### src/rtl/clk_pkg.sv
// Shared constants and state encoding for
// phase-accumulator divided clock-enable generators.
package clk_pkg;

  typedef enum logic [1:0] {
    ST_RESET,
    ST_WAIT_LOCK,
    ST_STABLE,
    ST_RUN
  } state_t;

  // 4.194304 MHz from 33 MHz, scaled by 2^32
  localparam logic [31:0] DEF_INC = 32'd545890864;
  localparam int DEF_LOCK_CYCLES = 1024;

endpackage

### src/rtl/sync2.sv
// Two-flop synchroniser for a single asynchronous
// level, cleared by an asynchronous active-low reset.
module sync2 (
  input  logic clk,
  input  logic rst_n,
  input  logic d,
  output logic q
);

  logic s1;

  always_ff @(posedge clk or negedge rst_n) begin
    if (!rst_n) begin
      s1 <= 1'b0;
      q  <= 1'b0;
    end else begin
      s1 <= d;
      q  <= s1;
    end
  end

endmodule

### src/rtl/clk_div_en.sv
// Lock-qualified fractional clock-enable generator:
// waits for a stable DCM lock, then emits cpu/mcyc pulses.
module clk_div_en
  import clk_pkg::*;
#(
  parameter int ACC_W = 32,
  parameter logic [ACC_W-1:0] INC = ACC_W'(DEF_INC),
  parameter int LOCK_CYCLES = DEF_LOCK_CYCLES
) (
  input  logic clk33,
  input  logic rst_n,
  input  logic dcm_ready,
  input  logic pause,
  output logic sys_rst_n,
  output logic cpu_en,
  output logic mcyc_en,
  output logic running
);

  localparam int CNT_W =
    (LOCK_CYCLES > 1) ? $clog2(LOCK_CYCLES) : 1;
  localparam logic [CNT_W-1:0] LAST =
    CNT_W'(LOCK_CYCLES - 1);

  state_t           state;
  logic             lock_s;
  logic [CNT_W-1:0] cnt;
  logic [ACC_W-1:0] acc;
  logic [1:0]       qtr;
  logic [ACC_W:0]   sum;
  logic             carry;

  sync2 u_sync (
    .clk   (clk33),
    .rst_n (rst_n),
    .d     (dcm_ready),
    .q     (lock_s)
  );

  // bit ACC_W is the wrap-around that marks an enable
  assign sum   = {1'b0, acc} + {1'b0, INC};
  assign carry = sum[ACC_W];

  always_ff @(posedge clk33 or negedge rst_n) begin
    if (!rst_n) begin
      state     <= ST_RESET;
      cnt       <= '0;
      acc       <= '0;
      qtr       <= '0;
      sys_rst_n <= 1'b0;
      cpu_en    <= 1'b0;
      mcyc_en   <= 1'b0;
      running   <= 1'b0;
    end else begin
      sys_rst_n <= (state == ST_RUN);
      cpu_en    <= 1'b0;
      mcyc_en   <= 1'b0;
      unique case (state)
        ST_RESET: begin
          state <= ST_WAIT_LOCK;
        end
        ST_WAIT_LOCK: begin
          if (lock_s) begin
            state <= ST_STABLE;
            cnt   <= '0;
          end
        end
        ST_STABLE: begin
          if (!lock_s) begin
            state <= ST_WAIT_LOCK;
          end else if (cnt == LAST) begin
            state   <= ST_RUN;
            running <= 1'b1;
          end else begin
            cnt <= cnt + CNT_W'(1);
          end
        end
        ST_RUN: begin
          if (!lock_s) begin
            state   <= ST_WAIT_LOCK;
            running <= 1'b0;
            acc     <= '0;
            qtr     <= '0;
          end else if (!pause) begin
            acc     <= sum[ACC_W-1:0];
            cpu_en  <= carry;
            mcyc_en <= carry && (qtr == 2'd3);
            qtr     <= qtr + {1'b0, carry};
          end
        end
        default: begin
          state <= ST_RESET;
        end
      endcase
    end
  end

endmodule

### config.mk
export PLATFORM = sky130hd
export DESIGN_NAME = clk_div_en
export DESIGN_NICKNAME = d
export VERILOG_FILES = /design/src/rtl/clk_pkg.sv /design/src/rtl/sync2.sv /design/src/rtl/clk_div_en.sv
export SDC_FILE = /design/constraint.sdc
export NUM_CORES = 1
export LEC_CHECK = 0
export ABC_AREA = 1
export CAP_MARGIN = 20
export CORE_UTILIZATION = 25
export CTS_BUF_LIST = sky130_fd_sc_hd__clkbuf_8
export DETAILED_ROUTE_END_ITERATION = 8
export PLACE_DENSITY_LB_ADDON = 0.05
export SYNTH_ARGS = -nofsm -noshare
export SYNTH_HDL_FRONTEND = slang
export SYNTH_SLANG_ARGS = --single-unit
### constraint.sdc
create_clock -name clk33 -period 2.5 [get_ports clk33]
set_clock_uncertainty 0.15 [all_clocks]
set_input_delay 0.5 -clock clk33 [delete_from_list [all_inputs] [get_ports clk33]]
set_output_delay 0.5 -clock clk33 [all_outputs]
set_load 0.05 [all_outputs]
### Word level (Yosys, flattened, before mapping)

Cells that the tools add are included.

| word-level totals | value |
|---|---|
| register bits after elaboration | 52 |
| output and inout port bits | 4 |
| bits of input ports | 4 |

| cells by class | value |
|---|---|
| reductions and logical operators | 8 |
| equal/unequal tests | 12 |
| add/sub/neg operators | 3 |
| muxes and demuxes | 23 |

Operator list:

| kind | number |
|---|---|
| 32-bit 2-to-1 mux | 2 |
| 32-bit by 30-bit adder with 33-bit output, second input constant | 1 |
| 10-bit 2-to-1 mux | 3 |
| 10-bit one-hot mux with 2 select lines | 1 |
| 2-bit 2-to-1 mux | 6 |
| 10-bit by 1-bit adder with 10-bit output, second input constant | 1 |
| 10-bit == test, second input constant | 1 |
| 1-bit 2-to-1 mux | 9 |
| 2-bit != test, second input constant | 4 |
| 2-bit one-hot mux with 4 select lines | 1 |
| 4-bit AND reduction | 2 |
| 2-bit == test, second input constant | 3 |
| 2-bit by 1-bit != test with 1-bit output, second input constant | 2 |
| 2-bit nonzero test | 2 |
| 3-bit != test, second input constant | 1 |
| 3-bit AND reduction | 1 |
| 2-bit by 1-bit adder with 2-bit output | 1 |
| 2-bit by 1-bit == test with 1-bit output, second input constant | 1 |
| 2-bit zero test | 1 |
| 1-bit one-hot mux with 2 select lines | 1 |
| 2-bit AND reduction | 1 |
| 1-bit logical AND | 1 |

### Depth between registers and ports, before layout

Gate-level depths: netlist (run 1).

| depth | value |
|---|---|
| depth in word-level cells | 5 |
| mapped depth | 13 |

### Modules after synthesis

A second synthesis (run 1) with hierarchy kept.

| unflattened totals | value |
|---|---|
| cells, all modules | 475 |
| area total of the unflattened synthesis | 3205.6 um^2 |

By module, submodules not included:

| module | area each (um^2) | times used | cells an instance |
|---|---|---|---|
| clk_div_en | 3155.5 | 1 | 473 |
| sync2 | 50.0 | 1 | 2 |

### Worst setup path after synthesis (run 1)

OpenSTA, ideal clock, no wires.

| path | value |
|---|---|
| kind | register -> register |
| start | register acc[16] |
| end | register qtr[0] |
| buffers on the path | 0 |
| data required time | 2229 ps |
| setup slack | 653 ps |
| library setup time | 121 ps |
| arrival time | 1577 ps |
| stages on the path, launching flop included | 12 |
| cells stage by stage | dfrtp_1 -> nor2_1 -> nand3_1 -> nor2_2 -> inv_1 -> nor2_1 -> nand2_1 -> nand2_1 -> nand2_2 -> inv_1 -> ha_1 -> a22o_1 |

| on the way | value |
|---|---|
| longest elaborated chain between the ends | 4 |

Ends and longest elaborated chain:

| item | RTL line | RTL |
|---|---|---|
| from (decl) | clk_div_en.sv:28 | `logic [ACC_W-1:0] acc;` |
| from (signal assigned) | clk_div_en.sv:85 | `acc <= sum[ACC_W-1:0];` |
| 32-bit by 30-bit adder with 33-bit output | clk_div_en.sv:41 | `assign sum = {1'b0, acc} + {1'b0, INC};` |
| 2-bit by 1-bit adder with 2-bit output | clk_div_en.sv:88 | `qtr <= qtr + {1'b0, carry};` |
| 2-bit 2-to-1 mux | clk_div_en.sv:84 | `end else if (!pause) begin` |
| 2-bit 2-to-1 mux | clk_div_en.sv:79 | `if (!lock_s) begin` |
| to (signal assigned) | clk_div_en.sv:88 |  |
| to (decl) | clk_div_en.sv:29 | `logic [1:0] qtr;` |

No other way between the ends. The select of a mux whose other input is x is not followed.
A chain may end at the register's enable or synchronous reset.

### Worst setup path in the final report (run 1)

| path | value |
|---|---|
| start | register acc[22] |
| end | register qtr[0] |

The elaborated chain is that of the path after synthesis.

==> results.cfg, run 1 <==
[synth]
syn_area_sq_um = 3277
ys_types = 34
synth_edf_count = 0
synthCells = 484
avgSynthCellArea_sq_um = 6.770
synthTopCellsByArea = dfrtp_1, nand2_1, inv_1
synth_warnings = 0
ys_async_sr_fraction = 1.000
synthMostInstantiatedCell = nand2_1
ys_seq_area_frac = 0.3666
yosysTopAreaCell = dfrtp_1
synth_ff_type = dfrtp_1
synth_common_cells = nand2_1, inv_1, nor2_1, dfrtp_1, nand3_1
ys_seq_elements = 48
synth_top_area_frac = 0.3666
syn_nets = 495

[sta]
tns_ns = 0
maxSlewViolCount = 0
rsz0062_at_grt = false
period_share = 0.8797
clock.fmax_ghz = 0.4547
relSlewSlack = 0.5551
setup_viol = 0
whs_ns = 0.1198
finalHoldViolCount = 0
fin_crit_ns = 2.199
worst_pin_slew_ns = 0.6674

[power]
power.share.combinational = 0.361
swShare = 0.4376
p_clk_frac = 0.215
pwr-share-seq = 0.424
p_switching_w = 0.001263
vdd_ir_drop_max_uv = 304.0
power.density_nw_per_um2 = 788.2
power.internal_w = 0.001623
p_leak_nw = 1.623

[setup_path]
worstPathRequired_ns = 2.58
arrival_ns = 2.28
ff2ff_path_depth = 10
path_class = reg -> reg
startpoint_type = flop
r2r_slack_ns = 0.30
cp-end-kind = flop
path_max_fanout = 7

[cts]
tritoncts = built
ctsResizeCount = 0
cts_max_level = 2
clock_sinks = 48
root_buffer = clkbuf_8
postCtsHoldBufs = 0
path_clk_slew_ns = 0.10
postCtsSetupRepairBufs = 0
cts_buffers = 5
clkLatencyLatePin_ns = 0.34
clock_path_buffers = 2

[cells_and_area]
area_growth_syn_to_layout_pct = 11.72
fill_cells = 1482
drive_gt1_frac = 0.09697
antenna-diode-count = 0
fin_nets = 505

[global_route]
overflow = 0
groute.usage.overall = 0.1552
grt-busiest-layer = met2
grt_max_degree = 49
antenna_found_initial = 0
grt_pass1_vias = 3093
use_met2 = 0.2844
grt_pass1_wl_um = 15740
grtUsageMet1 = 0.1768
use_met3 = 0.03321

[die]
die_h_um = 116.5
rows = 41
core_sq_um = 12720
initial_core_util = 0.2576
dieArea_sq_um = 13570
die_x_um = 116.5
io_pins = 8

[detailed_routing]
viasPerCell = 4.558
drtPass1Iterations = 4
routed_wl_um = 9294
wl_per_cell_um = 13.93
dr_total_vias = 3040
drtIter0Drc = 105
drcViolationCount = 0
postRouteAntennaNets = 0

[run]
max_cap_viol_count = 0

[placement]
dp_hpwl_um = 6939
port-buffer-count = 7
gp_congestion = 0.8657

[worst_hold_path]
hp-class = in -> async

[outcome]
status = completed
## cells in the final DEF, fill, tap and decap left out, types with 6 or more instances in the layout
cell,instances
ha_1,7
o21ai_2,9
nand4_1,15
o22ai_1,10
nor2_1,54
nor2_2,7
clkdlybuf4s50_1,6
inv_1,65
dfrtp_1,48
nand2_1,144
a21oi_1,14
nand3_1,37
o21ai_0,22
nand2_2,10
## routing by layer
metal,part of all wire,routed length (um)
met1,0.45,4147
met2,0.51,4703
met3,0.026,238
met4,0.022,205
met5,0,0
## sequential cells by signal, summed over array words and instances, names as in the netlist
register and cells:
mcyc_en 1, qtr 2, sys_rst_n 1, running 1, u_sync.q 1, cpu_en 1
acc 28, cnt 10, state 2, u_sync.s1 1
## power groups by stage
stage / sequential (W) / clock [W] / combinational (W)
after global placement: 0.00124 / 0 / 0.00106
final: 0.00122 / 0.000620 / 0.00104
after global routing: 0.00127 / 0.000674 / 0.00121
after CTS: 0.00123 / 0.000662 / 0.00106
after floorplan: 0.00116 / 0 / 0.000839
after detailed placement: 0.00124 / 0 / 0.00106
## through the flow
step,cell area [sq um],setup WS [ns],std cells,utilization,total power [W]
after floorplan,3277,0.6525,484,-,0.001997
after global placement,3545,0.3103,659,0.2786,0.002307
after detailed placement,3545,0.3000,659,0.2786,0.002295
after CTS,3661,0.2644,667,0.2878,0.002949
after global routing,3661,0.06647,667,0.2878,0.003150
final,3661,0.3008,667,0.2878,0.002886
## cell type report
class	instances	area [sq um]	share of cell area
well taps	172	215.2	0.05878
clock inverters	3	47.55	0.01299
repair buffers	12	102.6	0.02802
flip-flops and latches	48	1201	0.3281
multi-input cells	360	1774	0.4846
clock buffers	5	68.82	0.01880
inverters	67	251.5	0.06869
## critical path, cell delays in order, from the launching register on
cell     delay [ns]
dfrtp_1        0.49
inv_1          0.10
nor3_1         0.40
nand2_1        0.11
nor2_1         0.11
nand2_1        0.07
nand2_1        0.10
nand2_2        0.08
inv_1          0.06
ha_1           0.21
a22o_1         0.20
## final timing paths
kind / start / to
max: acc[22] / qtr[0]
min: rst_n / state[0]
max reg2reg: acc[22] / qtr[0]
min reg2reg: u_sync.s1 / u_sync.q
max in group asynchronous: rst_n / acc[24]
min in group clk33: u_sync.s1 / u_sync.q
## cells by family after synthesis
| group | share of synthesized area |
|---|---|
| flip-flops | 0.3666 |
| buffers and inverters | 0.09278 |
| AND/OR/NAND/NOR | 0.3761 |
| XOR/XNOR | 0.01604 |
| AO/OA/AOI/OAI | 0.1218 |
| adder cells (fa/ha/maj) | 0.02673 |
Power figures use the tool's default switching activity.
==> inputs of run 2 (changes only) <==
--- a/config.mk
+++ b/config.mk
@@ -7,10 +7,11 @@
 export LEC_CHECK = 0
 export ABC_AREA = 1
 export CAP_MARGIN = 20
-export CORE_UTILIZATION = 25
+export CORE_UTILIZATION = 50
 export CTS_BUF_LIST = sky130_fd_sc_hd__clkbuf_8
 export DETAILED_ROUTE_END_ITERATION = 8
 export PLACE_DENSITY_LB_ADDON = 0.05
+export SETUP_SLACK_MARGIN = 0.15
 export SYNTH_ARGS = -nofsm -noshare
 export SYNTH_HDL_FRONTEND = slang
 export SYNTH_SLANG_ARGS = --single-unit
==> results.cfg, run 2 (same netlist as run 1, synthesis figures left out) <==
[sta]
period_share = 0.8416
maxSlewViolCount = 0
rsz0062_at_grt = false
setup_viol = 0
tns_ns = 0
fin_crit_ns = 2.104
finalHoldViolCount = 17
worst_pin_slew_ns = 0.5169
relSlewSlack = 0.6554
whs_ns = -0.004509
clock.fmax_ghz = 0.4753
worst_slack_ns = 0.3960

[cells_and_area]
final_util = 0.5563
area_growth_syn_to_layout_pct = 7.789
fill_cells = 636
finalInstanceArea_sq_um = 3532
final_common_cell = nand2_1
largest_register_ffs = 28
reg_top3 = acc (28), cnt (10)
multi_input_comb_area_sq_um = 1772
mostFrequentLayoutCells = nand2_1, inv_1, nor2_1
drive_gt1_frac = 0.09495
fin_nets = 505
antenna-diode-count = 0
top_register = acc
regArea_sq_um = 1201

[setup_path]
critical_path.top_delay_family = buffers and inverters
cp_cell_sequence = clkdlybuf4s50_1
path_class = reg -> out
startpoint_type = flop
path_max_fanout = 2
cpPeakStageDelay_ns = 0.79
cp-end-kind = output port
worstPathRequired_ns = 1.85
crit_slowest_cell = clkdlybuf4s50_1
arrival_ns = 1.45
worst-path-buf-inv = 1

[cts]
postCtsSetupRepairBufs = 0
ctsResizeCount = 0
tritoncts = built
clock_path_buffers = 2
cts_max_level = 2
cts_buffers = 5
path_clk_slew_ns = 0.09
clkLatencyLatePin_ns = 0.32
postCtsHoldBufs = 0
clock_sinks = 48
root_buffer = clkbuf_8

[detailed_routing]
routed_wl_um = 7796
viasPerCell = 5.355
postRouteAntennaNets = 0
dr_total_vias = 3063
drtIter0Drc = 285
wl_per_cell_um = 13.63
drtPass1Iterations = 5
drcViolationCount = 0

[outcome]
status = finished with violations
violations = hold timing

[run]
max_cap_viol_count = 0

[global_route]
grt_pass1_wl_um = 13670
groute.usage.overall = 0.2449
grt_max_degree = 29
antenna_found_initial = 0
grt_pass1_vias = 3033
overflow = 0

[power]
p_leak_nw = 1.621
power.density_nw_per_um2 = 782.9
vdd_ir_drop_max_uv = 463.7

[die]
die_x_um = 82.96
die_h_um = 82.96
initial_core_util = 0.5161
rows = 29
core_sq_um = 6350
io_pins = 8
dieArea_sq_um = 6882

[placement]
post-place-ws_ns = 0.4523
gp_congestion = 0.9646
place_area_sq_um = 3436
port-buffer-count = 7
dp_hpwl_um = 5943

[worst_hold_path]
hp-class = in -> async
run 2: changes by cell type in the layout (fill, tap and decap cells not counted), sizes merged:
cell	before	now
bufinv	1	0
clkbuf	5	6
clkinv	2	1
inv	67	68
run 2: cell type report:
cell class                 instances  area share
clock buffer                       6     0.02338
clock inverter                     2    0.003897
inverter                          67     0.07120
multi-input combinational        360      0.5016
sequential                        48      0.3401
tap                               77     0.02728
timing repair buffer              12     0.03259
run 2: through the flow:
stage,std cells,power (W)
floorplan,484,0.001997
global placement,564,0.002237
detailed placement,564,0.002258
CTS,572,0.002777
global route,572,0.002976
finish,572,0.002765
run 2: path summary, 6_finish.rpt:
path / start / to / slack [ns] / cells past startpoint
max: running / running / 0.40 / 1
min: rst_n / acc[15] / -0.005 / 1
max in group asynchronous: rst_n / acc[21] / 1.67 / 2
min in group clk33: u_sync.s1 / u_sync.q / 0.21 / 0
max reg2reg: acc[12] / qtr[0] / 0.43 / 12
min reg2reg: u_sync.s1 / u_sync.q / 0.21 / 0
run 2: layer usage:
layer / part of all wire / global-route usage
met1: 0.49 / 0.3429
met3: 0.054 / 0.03380
met4: 0.012 / 0.07994
met5: 0 / 0
met2: 0.44 / 0.3912
run 2: report_power, final:
part	internal, W	total [W]	switching (W)
Clock	0.000227	0.000512	0.000286
Sequential	0.000966	0.00122	0.000250
Combinational	0.000359	0.00104	0.000678
